### config.mk
export PLATFORM = sky130hd
export DESIGN_NAME = uart_rx_fifo
export DESIGN_NICKNAME = d
export VERILOG_FILES = /design/src/rtl/uart_rx_fifo.sv
export SDC_FILE = /design/constraint.sdc
export NUM_CORES = 1
export LEC_CHECK = 0
export ABC_CLOCK_PERIOD_IN_PS = 6250
export BUFFER_PORTS_ARGS = -buffer_cell sky130_fd_sc_hd__buf_2
export CAP_MARGIN = 20
export CELL_PAD_IN_SITES_DETAIL_PLACEMENT = 1
export CELL_PAD_IN_SITES_GLOBAL_PLACEMENT = 2
export CORE_UTILIZATION = 46
export DETAILED_ROUTE_END_ITERATION = 8
export GPL_TIMING_DRIVEN = 0
export PLACE_DENSITY = 0.85
export SLEW_MARGIN = 20
export SYNTH_ARGS = -nofsm -noshare
export SYNTH_HDL_FRONTEND = slang
export SYNTH_SLANG_ARGS = --single-unit
### constraint.sdc
create_clock -name clk -period 6.25 [get_ports clk]
set_input_delay 1.875 -clock clk [delete_from_list [all_inputs] [get_ports clk]]
set_output_delay 1.875 -clock clk [all_outputs]
set_load 0.01 [all_outputs]
### src/rtl/uart_rx_fifo.sv
// 8N1 UART receiver (LSB first, idle high) feeding a small show-ahead FIFO.
// The serial input is synchronised, the start edge is detected, and each bit
// is sampled mid-bit. The FIFO head is always visible on rx_data_o.
module uart_rx_fifo #(
  parameter int CLKS_PER_BIT = 87,
  parameter int FIFO_DEPTH   = 4
) (
  input  logic       clk,
  input  logic       rst_n,
  input  logic       uart_rx_i,
  output logic [7:0] rx_data_o,
  output logic       rx_valid_o,
  input  logic       rx_ready_i,
  output logic       frame_err_o,
  output logic       overrun_o,
  output logic       busy_o
);

  localparam int CW = $clog2(CLKS_PER_BIT);
  localparam int AW = $clog2(FIFO_DEPTH);
  localparam logic [CW-1:0] CNT_MAX  = CW'(CLKS_PER_BIT - 1);
  localparam logic [CW-1:0] CNT_HALF = CW'(CLKS_PER_BIT / 2 - 1);
  localparam logic [AW:0]   CNT_FULL = (AW+1)'(FIFO_DEPTH);

  localparam logic [2:0] IDLE  = 3'd0;
  localparam logic [2:0] START = 3'd1;
  localparam logic [2:0] DATA  = 3'd2;
  localparam logic [2:0] STOP  = 3'd3;
  localparam logic [2:0] BRK   = 3'd4;

  logic          sync1_q, rx_s_q, prev_q;
  logic [2:0]    state_q, state_d;
  logic [CW-1:0] cnt_q, cnt_d;
  logic [2:0]    idx_q, idx_d;
  logic [7:0]    shift_q, shift_d;
  logic          push, ferr_d, ferr_q, ovr_d, ovr_q;
  logic          fall;

  logic [7:0]    mem_q [FIFO_DEPTH];
  logic [AW-1:0] wr_q, rd_q;
  logic [AW:0]   count_q, count_d;
  logic          pop, full, do_wr;

  // Two-flop synchroniser plus previous-sample flop; all reset to idle level.
  always_ff @(posedge clk or negedge rst_n) begin
    if (!rst_n) begin
      sync1_q <= 1'b1;
      rx_s_q  <= 1'b1;
      prev_q  <= 1'b1;
    end else begin
      sync1_q <= uart_rx_i;
      rx_s_q  <= sync1_q;
      prev_q  <= rx_s_q;
    end
  end

  assign fall = prev_q & ~rx_s_q;

  // Frame FSM: start qualification, mid-bit data sampling, stop check.
  always_comb begin
    state_d = state_q;
    cnt_d   = cnt_q;
    idx_d   = idx_q;
    shift_d = shift_q;
    push    = 1'b0;
    ferr_d  = 1'b0;
    case (state_q)
      IDLE: if (fall) begin
        state_d = START;
        cnt_d   = '0;
      end
      START: if (cnt_q == CNT_HALF) begin
        if (!rx_s_q) begin
          state_d = DATA;
          cnt_d   = '0;
          idx_d   = '0;
        end else begin
          state_d = IDLE;   // glitch shorter than half a bit
        end
      end else begin
        cnt_d = cnt_q + CW'(1);
      end
      DATA: if (cnt_q == CNT_MAX) begin
        cnt_d          = '0;
        shift_d[idx_q] = rx_s_q;
        idx_d          = idx_q + 3'd1;
        if (idx_q == 3'd7) state_d = STOP;
      end else begin
        cnt_d = cnt_q + CW'(1);
      end
      STOP: if (cnt_q == CNT_MAX) begin
        if (rx_s_q) begin
          push    = 1'b1;
          state_d = IDLE;
        end else begin
          ferr_d  = 1'b1;
          state_d = BRK;
        end
      end else begin
        cnt_d = cnt_q + CW'(1);
      end
      BRK: if (rx_s_q) state_d = IDLE;   // one error per held-low line
      default: state_d = IDLE;
    endcase
  end

  // FSM, counters and registered error pulses.
  always_ff @(posedge clk or negedge rst_n) begin
    if (!rst_n) begin
      state_q <= IDLE;
      cnt_q   <= '0;
      idx_q   <= '0;
      shift_q <= '0;
      ferr_q  <= 1'b0;
      ovr_q   <= 1'b0;
    end else begin
      state_q <= state_d;
      cnt_q   <= cnt_d;
      idx_q   <= idx_d;
      shift_q <= shift_d;
      ferr_q  <= ferr_d;
      ovr_q   <= ovr_d;
    end
  end

  // A full FIFO still accepts a push when the head leaves in the same cycle.
  assign pop   = rx_valid_o & rx_ready_i;
  assign full  = (count_q == CNT_FULL);
  assign do_wr = push & (~full | pop);
  assign ovr_d = push & full & ~pop;

  // Occupancy next state.
  always_comb begin
    count_d = count_q;
    case ({do_wr, pop})
      2'b10:   count_d = count_q + (AW+1)'(1);
      2'b01:   count_d = count_q - (AW+1)'(1);
      default: count_d = count_q;
    endcase
  end

  // FIFO storage and pointers; storage is cleared so the head reads 0 after reset.
  always_ff @(posedge clk or negedge rst_n) begin
    if (!rst_n) begin
      for (int i = 0; i < FIFO_DEPTH; i++) mem_q[i] <= '0;
      wr_q    <= '0;
      rd_q    <= '0;
      count_q <= '0;
    end else begin
      if (do_wr) begin
        mem_q[wr_q] <= shift_q;
        wr_q        <= wr_q + AW'(1);
      end
      if (pop) rd_q <= rd_q + AW'(1);
      count_q <= count_d;
    end
  end

  assign rx_data_o   = mem_q[rd_q];
  assign rx_valid_o  = (count_q != '0);
  assign frame_err_o = ferr_q;
  assign overrun_o   = ovr_q;
  assign busy_o      = (state_q != IDLE);

endmodule

# Word level (Yosys, flattened, before mapping)
# Cells that the tools add are included.
[word_totals]
input_bits = 4
wordCells = 104
ff_bits = 65
[op_classes]
bitwise_logic = 11
addsub = 6
reduce_logical = 12
n_eq_ne = 19
mux = 35
n_lt_le_gt_ge = 5
[op_table]
columns = ["cell", "n"]
rows = [
  ["$mux W7", 5],
  ["$bwmux W32", 1],
  ["$mux W3", 10],
  ["$pmux W7 S4", 1],
  ["$mux W8", 3],
  ["$bmux W8 S2", 1],
  ["$demux W8 S2", 1],
  ["$ne A2 B2 Y1 const B", 8],
  ["$pmux W3 S5", 1],
  ["$pmux W3 S2", 2],
  ["$eq A3 B3 Y1 const B", 3],
  ["$bwmux W8", 1],
  ["$reduce_and A4 Y1", 2],
  ["$add A7 B1 Y7 const B", 1],
  ["$eq A7 B6 Y1 const B", 1],
  ["$eq A7 B7 Y1 const B", 1],
  ["$mux W1", 7],
  ["$add A3 B1 Y3 const B", 2],
  ["$eq A3 B2 Y1 const B", 2],
  ["$ge A3 B3 Y1 const B", 2],
  ["$not A2 Y3", 2],
  ["$reduce_and A6 Y1", 1],
  ["$reduce_bool A3 Y1", 2],
  ["$and A1 B1 Y1", 5],
  ["other kinds (18)", 23],
]

# Logic depth before layout (Yosys ltp)
# Gate-level depths: netlist (run 1).
[logic_depth]
depth_word = 6
mapped_depth = 12
depth_no_buf = 12

# Least setup slack after synthesis (run 1)
# No wires, ideal clock.
[synth_path]
path_kind = "in2reg"
start = "in rx_ready_i"
end = "reg count_q[2]"
path_buffers = 0
required_time_ns = 6.171
path_slack_ns = 2.830
path_stages = 8
setup_ns = 0.079
t_arrival_ns = 3.341
path_cell_list = "nor4b_1 or4_1 ha_1 inv_1 fa_1 xor2_1 nor2_1 xor2_1"
[synth_between]
elab_chain_len = 5
word_cells_on_any_way = 7
classes_between = "eq/ne: 2; mux: 1; bitwise: 3; reduce/logical: 1"
[synth_lines]
columns = ["item", "line", "rtl"]
rows = [
  ["from (decl)", "13", "input logic rx_ready_i,"],
  ["$and A1 B1 Y1 *", "127", "assign pop = rx_valid_o & rx_ready_i;"],
  ["$or A1 B1 Y1", "129", "assign do_wr = push & (~full | pop);"],
  ["$and A1 B1 Y1", "129", ""],
  ["$eq A2 B1 Y1 / $eq A2 B2 Y1 (equally long branches)", "135", "case ({do_wr, pop})"],
  ["$pmux W3 S2 / $reduce_bool A2 Y1 (equally long branches)", "-", ""],
  ["to (signal assigned)", "155", "count_q <= count_d;"],
  ["to (decl)", "41", "logic [AW:0] count_q, count_d;"],
]
# Every way passes the cells marked *; elsewhere a longest branch is shown, timed or not.
# A chain may end at the register's enable or synchronous reset.

# Worst setup path in the final report (run 1)
[layout_path]
start = "reg rd_q[0]"
end = "out rx_data_o[4]"
[layout_between]
elab_chain_len = 4
[layout_lines]
columns = ["item", "line", "rtl"]
rows = [
  ["from (decl)", "40", "logic [AW-1:0] wr_q, rd_q;"],
  ["from (signal assigned)", "154", "if (pop) rd_q <= rd_q + AW'(1);"],
  ["$not A2 Y3 (not written as such)", "159", "assign rx_data_o = mem_q[rd_q];"],
  ["$bmux W8 S2", "159", ""],
  ["$mux W8 (not written as such) (2 in a row)", "159", ""],
  ["to (decl)", "11", "output logic [7:0] rx_data_o,"],
]
# Every way passes these cells. The select of a mux whose other input is x is not followed.

==> results_tabular.tex, run 1 <==
\begin{tabular}{lr}
\hline
Metric & Value \\
\hline
\multicolumn{2}{l}{\textbf{Clock network}} \\
Number of CTS-inserted buffers & 9 \\
Clock-pin slew of the registers on the worst-case setup and hold paths & 0.08 ns \\
CTS resizes & 0 \\
Number of hold buffers added after CTS & 0 \\
Clk Latency, worst-skew pair & 0.34 ns \\
Max Buffers Root-to-Sink & 2 \\
CTS root buffer & sky130\_fd\_sc\_hd\_\_clkbuf\_8 \\
Number of sinks handled by clock tree synthesis & 65 \\
H-tree Lvls & 3 \\
TritonCTS clock tree & done \\
Post-CTS setup buffers & 0 \\
\multicolumn{2}{l}{\textbf{Floorplan}} \\
Core ar. & 0.00646 sq mm \\
Height of the chip & about 85 um \\
Full die area & about 0.007 sq mm \\
Initial core utilization & 0.485 \\
Floorplan row count & 29 \\
Io pins & 16 \\
Die width & 84.5 um \\
\multicolumn{2}{l}{\textbf{STA}} \\
Final hold slack & roughly 0.36 ns \\
Final number of hold-violating endpoints & 0 \\
Least-Margin Pin Slew & slightly above 0.8 ns \\
Rel. slew slack & 0.463 \\
Share of the cycle needed by the critical path after routing & 0.624 \\
Setup repair after global routing missed its margin & no \\
Final-report max-slew violation count & 0 \\
Clock period minus worst slack & 3.90 ns \\
Final setup skew & between 0.01 and 0.015 ns \\
Setup violations, final & 0 \\
Sum of negative setup slack & 0 ns \\
Fmax & 0.256 GHz \\
\multicolumn{2}{l}{\textbf{Critical path}} \\
Required time of the critical path & 4.38 ns \\
Endpoint type of the worst setup path & output pin \\
Type of element launching the critical path & register \\
Crit-path max FO & 10 \\
Setup Crit Path Kind & reg2out \\
Worst endpoint data arrival time & a little over 2 ns \\
\multicolumn{2}{l}{\textbf{Yosys}} \\
Number of register bits inferred by synthesis & 65 \\
Total nets after synthesis & 254 \\
Async set-reset flop share out of synthesis & 1.00 \\
Cell types occupying the most area after synthesis & sky130\_fd\_sc\_hd\_\_dfrtp\_1 (50\%), sky130\_fd\_sc\_hd\_\_mux2\_2 (11\%), sky130\_fd\_sc\_hd\_\_mux4\_2 (5.8\%), sky130\_fd\_sc\_hd\_\_ha\_1 (3.6\%), sky130\_fd\_sc\_hd\_\_mux2\_1 (2.9\%) \\
Number of synthesized flops with an enable pin & 0 \\
Most used standard cell by instance count after synthesis & sky130\_fd\_sc\_hd\_\_dfrtp\_1 \\
Count of different cell masters after synthesis & 53 \\
Cell count after synthesis & 240 \\
Sequential fraction of the synthesis area & 0.520 \\
Post-synth top area cell & sky130\_fd\_sc\_hd\_\_dfrtp\_1 \\
Mean instance size in the synthesized netlist & roughly 13 sq um \\
Yosys top cell area share & 0.495 \\
Yosys warns & 0 \\
Primary flip-flop cell chosen by synthesis mapping & sky130\_fd\_sc\_hd\_\_dfrtp\_1 \\
Post-synthesis instance area & 0.00313 sq mm \\
Synth cell count leaders & sky130\_fd\_sc\_hd\_\_dfrtp\_1 (62), sky130\_fd\_sc\_hd\_\_mux2\_2 (31), sky130\_fd\_sc\_hd\_\_nand2\_1 (14) \\
\multicolumn{2}{l}{\textbf{Routing}} \\
Iter 0 DRT Violations & 63 \\
Post-Route WL & 6250 um \\
Post-detailed-route DRC marker count & 6 \\
First-pass iteration count of the detailed router & 6 \\
Post-DR wirelength/cell & 17.9 um \\
Mean number of vias per cell & 5.58 \\
Number of nets with antenna violations after routing & 0 \\
Overall via count from detail\_route & approximately 1,900 \\
\multicolumn{2}{l}{\textbf{GRT}} \\
GRT overflow & 0 \\
Grt met1 use & 0.276 \\
All-Layer GR Usage & 0.202 \\
Wire length of the first global-routing pass & 11,000 um \\
Via count of the first global-routing pass & approximately 2,100 \\
Layer with the highest usage after global routing & met2 \\
GR Layer Usage met2 & 0.321 \\
Antenna violations before repair & 0 \\
Maximum number of pins on one net before global-route repair & 35 \\
Global-route met3 utilization & 0.0442 \\
\multicolumn{2}{l}{\textbf{Power and ir drop}} \\
Pleak & roughly 1.8 nW \\
Max rail drop VDD & between 100 and 150 uV \\
Power Density & 293 mW/mm\^{}2 \\
\multicolumn{2}{l}{\textbf{Finish}} \\
Layout cell share with drive strength beyond 1 & 0.335 \\
Non-filler instance count after layout & between 300 and 400 \\
Synth-to-layout area growth & 14.1\% \\
Final net count & between 200 and 300 \\
Post-route cell area & between 0.003 and 0.004 sq mm \\
Antenna fix cells & 0 \\
Filler cells & slightly below 700 \\
\multicolumn{2}{l}{\textbf{Status}} \\
Run status & finished, violations left \\
Violations in the final reports & DRC \\
\multicolumn{2}{l}{\textbf{Place}} \\
IO Port Bufs & 15 \\
Post-detailed-placement half-perimeter wirelength & about 4300 um \\
GPL Wtd Cong & 0.729 \\
Cell count after placement & 333 \\
Placed cell area & 0.00333 sq mm \\
\multicolumn{2}{l}{\textbf{Min path}} \\
Min-Delay Path Class & reg2reg \\
\multicolumn{2}{l}{\textbf{Run}} \\
Number of max-capacitance violations reported & 0 \\
\hline
\end{tabular}
-- power by group --
part	leakage, nW	switching, mW	total (mW)	internal (mW)
Clock	0.124	0.176	0.445	0.269
Combinational	0.772	0.0831	0.145	0.0619
Sequential	0.874	0.0135	0.456	0.442
-- per-layer routing --
layer / routed length, um / vias to the layer above
li1: - / 922
met2: 3150 / 24
met3: 180 / 2
met5: 0 / -
met4: 37 / 0
met1: 2880 / 999
-- state kept, by name, summed over array words and instances (netlist names) --
register and cells:
cnt_q 7, rx_s_q 1, wr_q 2, overrun_o 1
state_q 3, shift_q 8, frame_err_o 1, rd_q 2
count_q 3, mem_q 32, sync1_q 1, prev_q 1
idx_q 3
-- cells by family (layout without fill, tap and decap cells) --
family	count (synthesis)	after routing	synth area share
AO/OA/AOI/OAI	23	23	0.0563
XOR/XNOR	6	6	0.0168
adder cells (fa/ha/maj)	10	10	0.0423
buffers and inverters	21	53	0.0347
flip-flops	65	65	0.520
multiplexers	50	50	0.209
AND/OR/NAND/NOR	65	65	0.121
-- layout by cell type, fill, tap and decap left out, drive strengths merged, types with 4 or more instances in the layout --
master  instances
nand3           7
a31oi           4
nor2           10
o21ai           6
buf            24
mux2           40
nand2b          5
nand2          18
dfrtp          62
mux4            8
inv            13
ha              9
clkbuf         11
nor3            5
-- path summary, 6_finish.rpt --
check | cells after the start | end | slack [ns] | startpoint
worst max-delay path | 3 | rx_data_o[4] | 2.35 | rd_q[0]
worst min-delay path | 0 | prev_q | 0.36 | rx_s_q
worst max register to register | 12 | count_q[2] | 3.54 | cnt_q[0]
worst min register to register | 0 | prev_q | 0.36 | rx_s_q
max in group asynchronous | 2 | rx_s_q | 4.19 | rst_n
min in group asynchronous | 1 | count_q[2] | 1.47 | rst_n
-- worst max-delay path: stages (launching register included) --
cell and delay [ns]:
sky130_fd_sc_hd__dfrtp_1 0.33, sky130_fd_sc_hd__clkbuf_1 0.61, sky130_fd_sc_hd__mux4_2 0.60, sky130_fd_sc_hd__buf_2 0.15
-- stage by stage --
step / setup slack, ns / power (mW) / utilization
after floorplan: 2.83 / 0.570 / -
after global placement: 2.48 / 0.603 / 0.512
after detailed placement: 2.41 / 0.612 / 0.515
after CTS: 2.28 / 1.06 / 0.554
after global routing: 2.20 / 1.09 / 0.554
final: 2.35 / 1.05 / 0.554
-- cell type report --
cell class | instances | area (sq um) | area share
sequential | 65 | 1630 | 0.456
multi-input combinational | 154 | 1390 | 0.390
clock inverter | 7 | 125 | 0.0350
clock buffer | 9 | 124 | 0.0346
timing repair buffer | 16 | 97.6 | 0.0273
tap | 77 | 96.3 | 0.0269
buffer | 10 | 67.6 | 0.0189
inverter | 11 | 41.3 | 0.0115
(Power assumes the default switching activity.)
==> run 2, diff against run 1 <==
ABC_AREA = 1   (was default)
ABC_CLOCK_PERIOD_IN_PS = 3600   (was 6250)
CORE_UTILIZATION = 37   (was 46)
PLACE_DENSITY = 0.8   (was 0.85)
clock period = 3.6 ns   (was 6.25 ns; I/O delays follow)
==> run 2 against run 1 <==
The flow still finishes with violations (DRC). Worst setup slack got worse by 1.9 ns. Synthesized area is 8.5% higher. Clock skew barely moved. Global-route usage decreased by 0.13 points. Combinational power grew to 5.3 times the previous value. Die area is 34% higher. Sequential share of layout area shrank 3.0 points. Routed wire length up 38%. Largest cell class unchanged. Largest power group unchanged.
==> results_tabular.tex, run 2 <==
\begin{tabular}{lr}
\hline
Metric & Value \\
\hline
\multicolumn{2}{l}{\textbf{Status}} \\
Run status & finished, violations left \\
Violations in the final reports & DRC \\
\multicolumn{2}{l}{\textbf{Finish}} \\
Most used cells in the layout excluding fill and tap cells & sky130\_fd\_sc\_hd\_\_nand2\_1 (127), sky130\_fd\_sc\_hd\_\_dfrtp\_1 (62), sky130\_fd\_sc\_hd\_\_nand3\_1 (61), sky130\_fd\_sc\_hd\_\_nor2\_1 (31), sky130\_fd\_sc\_hd\_\_o21ai\_0 (29) \\
Antenna fix cells & 0 (unchanged) \\
Synth-to-layout area growth & 12.6\% \\
Most frequent standard cell in the layout excluding fill and tap cells & sky130\_fd\_sc\_hd\_\_nand2\_1 \\
Largest registers & mem\_q (32), shift\_q (8), cnt\_q (7) \\
Layout cell share with drive strength beyond 1 & 0.139 (-0.196) \\
Largest register by flop count & mem\_q \\
Final net count & 456 (+62\%) \\
Largest register FFs & 32 (unchanged) \\
\multicolumn{2}{l}{\textbf{STA}} \\
Slack of the critical path & 0.430 ns (-1.92 ns) \\
Setup repair after global routing missed its margin & no \\
Sum of negative setup slack & 0 ns (unchanged) \\
Share of the cycle needed by the critical path after routing & 0.881 \\
Final hold slack & 0.364 ns (+0.000593 ns) \\
Final number of hold-violating endpoints & 0 (unchanged) \\
Clock period minus worst slack & 3.17 ns \\
Fmax & 0.315 GHz \\
Setup violations, final & 0 (unchanged) \\
Rel. slew slack & 0.524 (+0.0601) \\
Final setup skew & 0.0103 ns (-0.000433 ns) \\
Least-Margin Pin Slew & 0.711 ns (-0.0940 ns) \\
Final-report max-slew violation count & 0 (unchanged) \\
\multicolumn{2}{l}{\textbf{Power and ir drop}} \\
Switching Fraction & 0.383 (+0.122) \\
Relative contribution of combinational cells to total power & 0.344 (+0.205) \\
Clock group share of total power & 0.284 (-0.142) \\
Internal power & 1.38 mW (+78\%) \\
Overall power & 2.24 mW (+110\%) \\
Pleak & 2.00 nW (+13\%) \\
Power Density & 584 mW/mm\^{}2 (+100\%) \\
NetSw & 0.856 mW (+210\%) \\
Max rail drop VDD & 327 uV (+140\%) \\
Reg power frac & 0.372 (-0.064) \\
\multicolumn{2}{l}{\textbf{Yosys}} \\
Primary flip-flop cell chosen by synthesis mapping & sky130\_fd\_sc\_hd\_\_dfrtp\_1 \\
Number of synthesized flops with an enable pin & 0 (unchanged) \\
Sequential fraction of the synthesis area & 0.480 (-0.0408) \\
Cell types occupying the most area after synthesis & sky130\_fd\_sc\_hd\_\_dfrtp\_1 (46\%), sky130\_fd\_sc\_hd\_\_nand2\_1 (14\%), sky130\_fd\_sc\_hd\_\_nand3\_1 (9.0\%), sky130\_fd\_sc\_hd\_\_o21ai\_0 (4.3\%), sky130\_fd\_sc\_hd\_\_nor2\_1 (3.4\%) \\
Most used standard cell by instance count after synthesis & sky130\_fd\_sc\_hd\_\_nand2\_1 \\
Total nets after synthesis & 429 (+69\%) \\
Post-synthesis instance area & 0.00340 sq mm (+8.5\%) \\
Synth cell count leaders & sky130\_fd\_sc\_hd\_\_nand2\_1 (127), sky130\_fd\_sc\_hd\_\_dfrtp\_1 (62), sky130\_fd\_sc\_hd\_\_nand3\_1 (61) \\
Yosys warns & 0 (unchanged) \\
Post-synth top area cell & sky130\_fd\_sc\_hd\_\_dfrtp\_1 \\
Async set-reset flop share out of synthesis & 1.00 (unchanged) \\
Number of register bits inferred by synthesis & 65 (unchanged) \\
Cell count after synthesis & 415 (+73\%) \\
Yosys top cell area share & 0.456 (-0.0388) \\
Mean instance size in the synthesized netlist & 8.19 sq um (-37\%) \\
Count of different cell masters after synthesis & 37 (-30\%) \\
\multicolumn{2}{l}{\textbf{Critical path}} \\
Slowest Stage Delay on Critical Path & 0.45 ns (-0.16 ns) \\
Number of cells traversed by the worst register-to-register path & 16 (+4) \\
Required time of the critical path & 2.52 ns (-1.86 ns) \\
Endpoint type of the worst setup path & output pin \\
Type of element launching the critical path & register \\
Crit-path max FO & 10 (unchanged) \\
CP most frequent cell & sky130\_fd\_sc\_hd\_\_clkbuf\_1 \\
Worst-path cell chain & clkbuf\_1 > inv\_1 > clkbuf\_1 > o21ai\_0 > o22ai\_1 > buf\_2 \\
Worst endpoint data arrival time & 2.09 ns (+0.06 ns) \\
Setup Crit Path Kind & reg2out \\
Slowest CP cell & sky130\_fd\_sc\_hd\_\_clkbuf\_1 \\
\multicolumn{2}{l}{\textbf{Clock network}} \\
CTS root buffer & sky130\_fd\_sc\_hd\_\_clkbuf\_8 \\
Post-CTS setup buffers & 0 (unchanged) \\
Clock-pin slew of the registers on the worst-case setup and hold paths & 0.07 ns (about the same) \\
Max Buffers Root-to-Sink & 2 (unchanged) \\
TritonCTS clock tree & done \\
Number of hold buffers added after CTS & 0 (unchanged) \\
H-tree Lvls & 3 (unchanged) \\
Clk Latency, worst-skew pair & 0.36 ns (+0.02 ns) \\
Number of CTS-inserted buffers & 9 (unchanged) \\
Number of sinks handled by clock tree synthesis & 65 (unchanged) \\
CTS resizes & 0 (unchanged) \\
\multicolumn{2}{l}{\textbf{Routing}} \\
Post-DR wirelength/cell & 15.6 um (-13\%) \\
Overall via count from detail\_route & 2,787 (+43\%) \\
Number of nets with antenna violations after routing & 0 (unchanged) \\
Mean number of vias per cell & 5.02 (-10\%) \\
Post-detailed-route DRC marker count & 2 (-4) \\
Iter 0 DRT Violations & 74 (+17\%) \\
First-pass iteration count of the detailed router & 6 (unchanged) \\
Post-Route WL & 8640 um (+38\%) \\
\multicolumn{2}{l}{\textbf{Floorplan}} \\
Core ar. & 0.00881 sq mm (+36\%) \\
Io pins & 16 (unchanged) \\
Full die area & 0.00958 sq mm (+34\%) \\
Initial core utilization & 0.386 (-0.0990) \\
Die width & 97.9 um (+16\%) \\
Floorplan row count & 34 (+17\%) \\
Height of the chip & 97.9 um (+16\%) \\
\multicolumn{2}{l}{\textbf{Place}} \\
Pre-CTS setup slack & 0.626 ns (-1.78 ns) \\
GPL Wtd Cong & 0.786 (+7.8\%) \\
IO Port Bufs & 15 (unchanged) \\
Post-detailed-placement half-perimeter wirelength & 6240 um (+46\%) \\
\multicolumn{2}{l}{\textbf{Run}} \\
Number of max-capacitance violations reported & 0 (unchanged) \\
\multicolumn{2}{l}{\textbf{GRT}} \\
Antenna violations before repair & 0 (unchanged) \\
All-Layer GR Usage & 0.201 (-0.00125) \\
Wire length of the first global-routing pass & 15,000 um (+36\%) \\
GRT overflow & 0 (unchanged) \\
Via count of the first global-routing pass & 2,964 (+38\%) \\
Maximum number of pins on one net before global-route repair & 35 (unchanged) \\
\multicolumn{2}{l}{\textbf{Min path}} \\
Hold Path Stages & 0 (unchanged) \\
Min-Delay Path Class & reg2reg \\
\hline
\end{tabular}
## run 2: changes by cell type after synthesis, moves of 4 or more
cell,delta
sky130_fd_sc_hd__mux2_1,-8
sky130_fd_sc_hd__nand2b_1,-4
sky130_fd_sc_hd__inv_1,+15
sky130_fd_sc_hd__o22ai_1,+7
sky130_fd_sc_hd__o21ai_0,+25
sky130_fd_sc_hd__nor2_1,+21
sky130_fd_sc_hd__nand2_1,+113
sky130_fd_sc_hd__nand4_1,+4
sky130_fd_sc_hd__mux4_2,-8
sky130_fd_sc_hd__nand3_1,+54
sky130_fd_sc_hd__mux2_2,-31
## run 2: kinds of logic (layout without fill, tap and decap cells)
logic type               count (synthesis)  after routing  share of synthesized area
XOR/XNOR                                 5              5                     0.0129
AO/OA/AOI/OAI                           46             46                     0.0747
buffers and inverters                   45             77                     0.0670
AND/OR/NAND/NOR                        244            244                      0.327
flip-flops                              65             65                      0.480
adder cells (fa/ha/maj)                 10             10                     0.0390
## run 2: path summary, 6_finish.rpt
check | from | end | slack (ns)
min reg2reg | sync1_q | rx_s_q | 0.36
max in group asynchronous | rst_n | mem_q[29] | 2.41
max | rd_q[0] | rx_data_o[6] | 0.43
max reg2reg | cnt_q[0] | count_q[2] | 0.94
min | sync1_q | rx_s_q | 0.36
min in group asynchronous | rst_n | mem_q[1] | 0.65
## run 2: layout make-up
type / count / area [sq um]
multi-input cells: 305 / 1540
clock buffers: 11 / 141
flip-flops and latches: 65 / 1630
repair buffers: 16 / 97.6
fillers: 1106 / 4980
plain buffers: 14 / 109
inverters: 31 / 119
well taps: 108 / 135
clock inverters: 5 / 55.1
## run 2: through the flow
stage | area, sq um | instances | util
after global routing | 3830 | 555 | 0.435
after CTS | 3830 | 555 | 0.435
after detailed placement | 3630 | 539 | 0.412
final | 3830 | 555 | 0.435
after floorplan | 3400 | 415 | -
after global placement | 3610 | 538 | 0.410
## run 2: per-layer routing
layer	global-route usage	part of all wire	wire length [um]	vias to the layer above
li1	-	-	-	1416
met1	0.263	0.49	4230	1335
met2	0.333	0.47	4080	24
met3	0.0415	0.023	201	12
met4	0.0664	0.014	121	0
met5	0	0	0	-
## run 2: power by group through the flow
| stage | combinational (mW) | clock, mW | sequential [mW] |
|---|---|---|---|
| 2_1_floorplan | 0.534 | 0 | 0.832 |
| 3_3_place_gp | 0.761 | 0 | 0.841 |
| 3_5_place_dp | 0.784 | 0 | 0.845 |
| 4_1_cts | 0.787 | 0.655 | 0.832 |
| 5_1_grt | 0.880 | 0.677 | 0.838 |
| 6_report | 0.770 | 0.635 | 0.831 |
## run 2: worst max-delay path: cells and delay by family, from the launching register on
family	cells	cell delay, ns
AOI/OAI and AO/OA	2	0.29
buffers and inverters	4	1.08
DFF	1	0.36
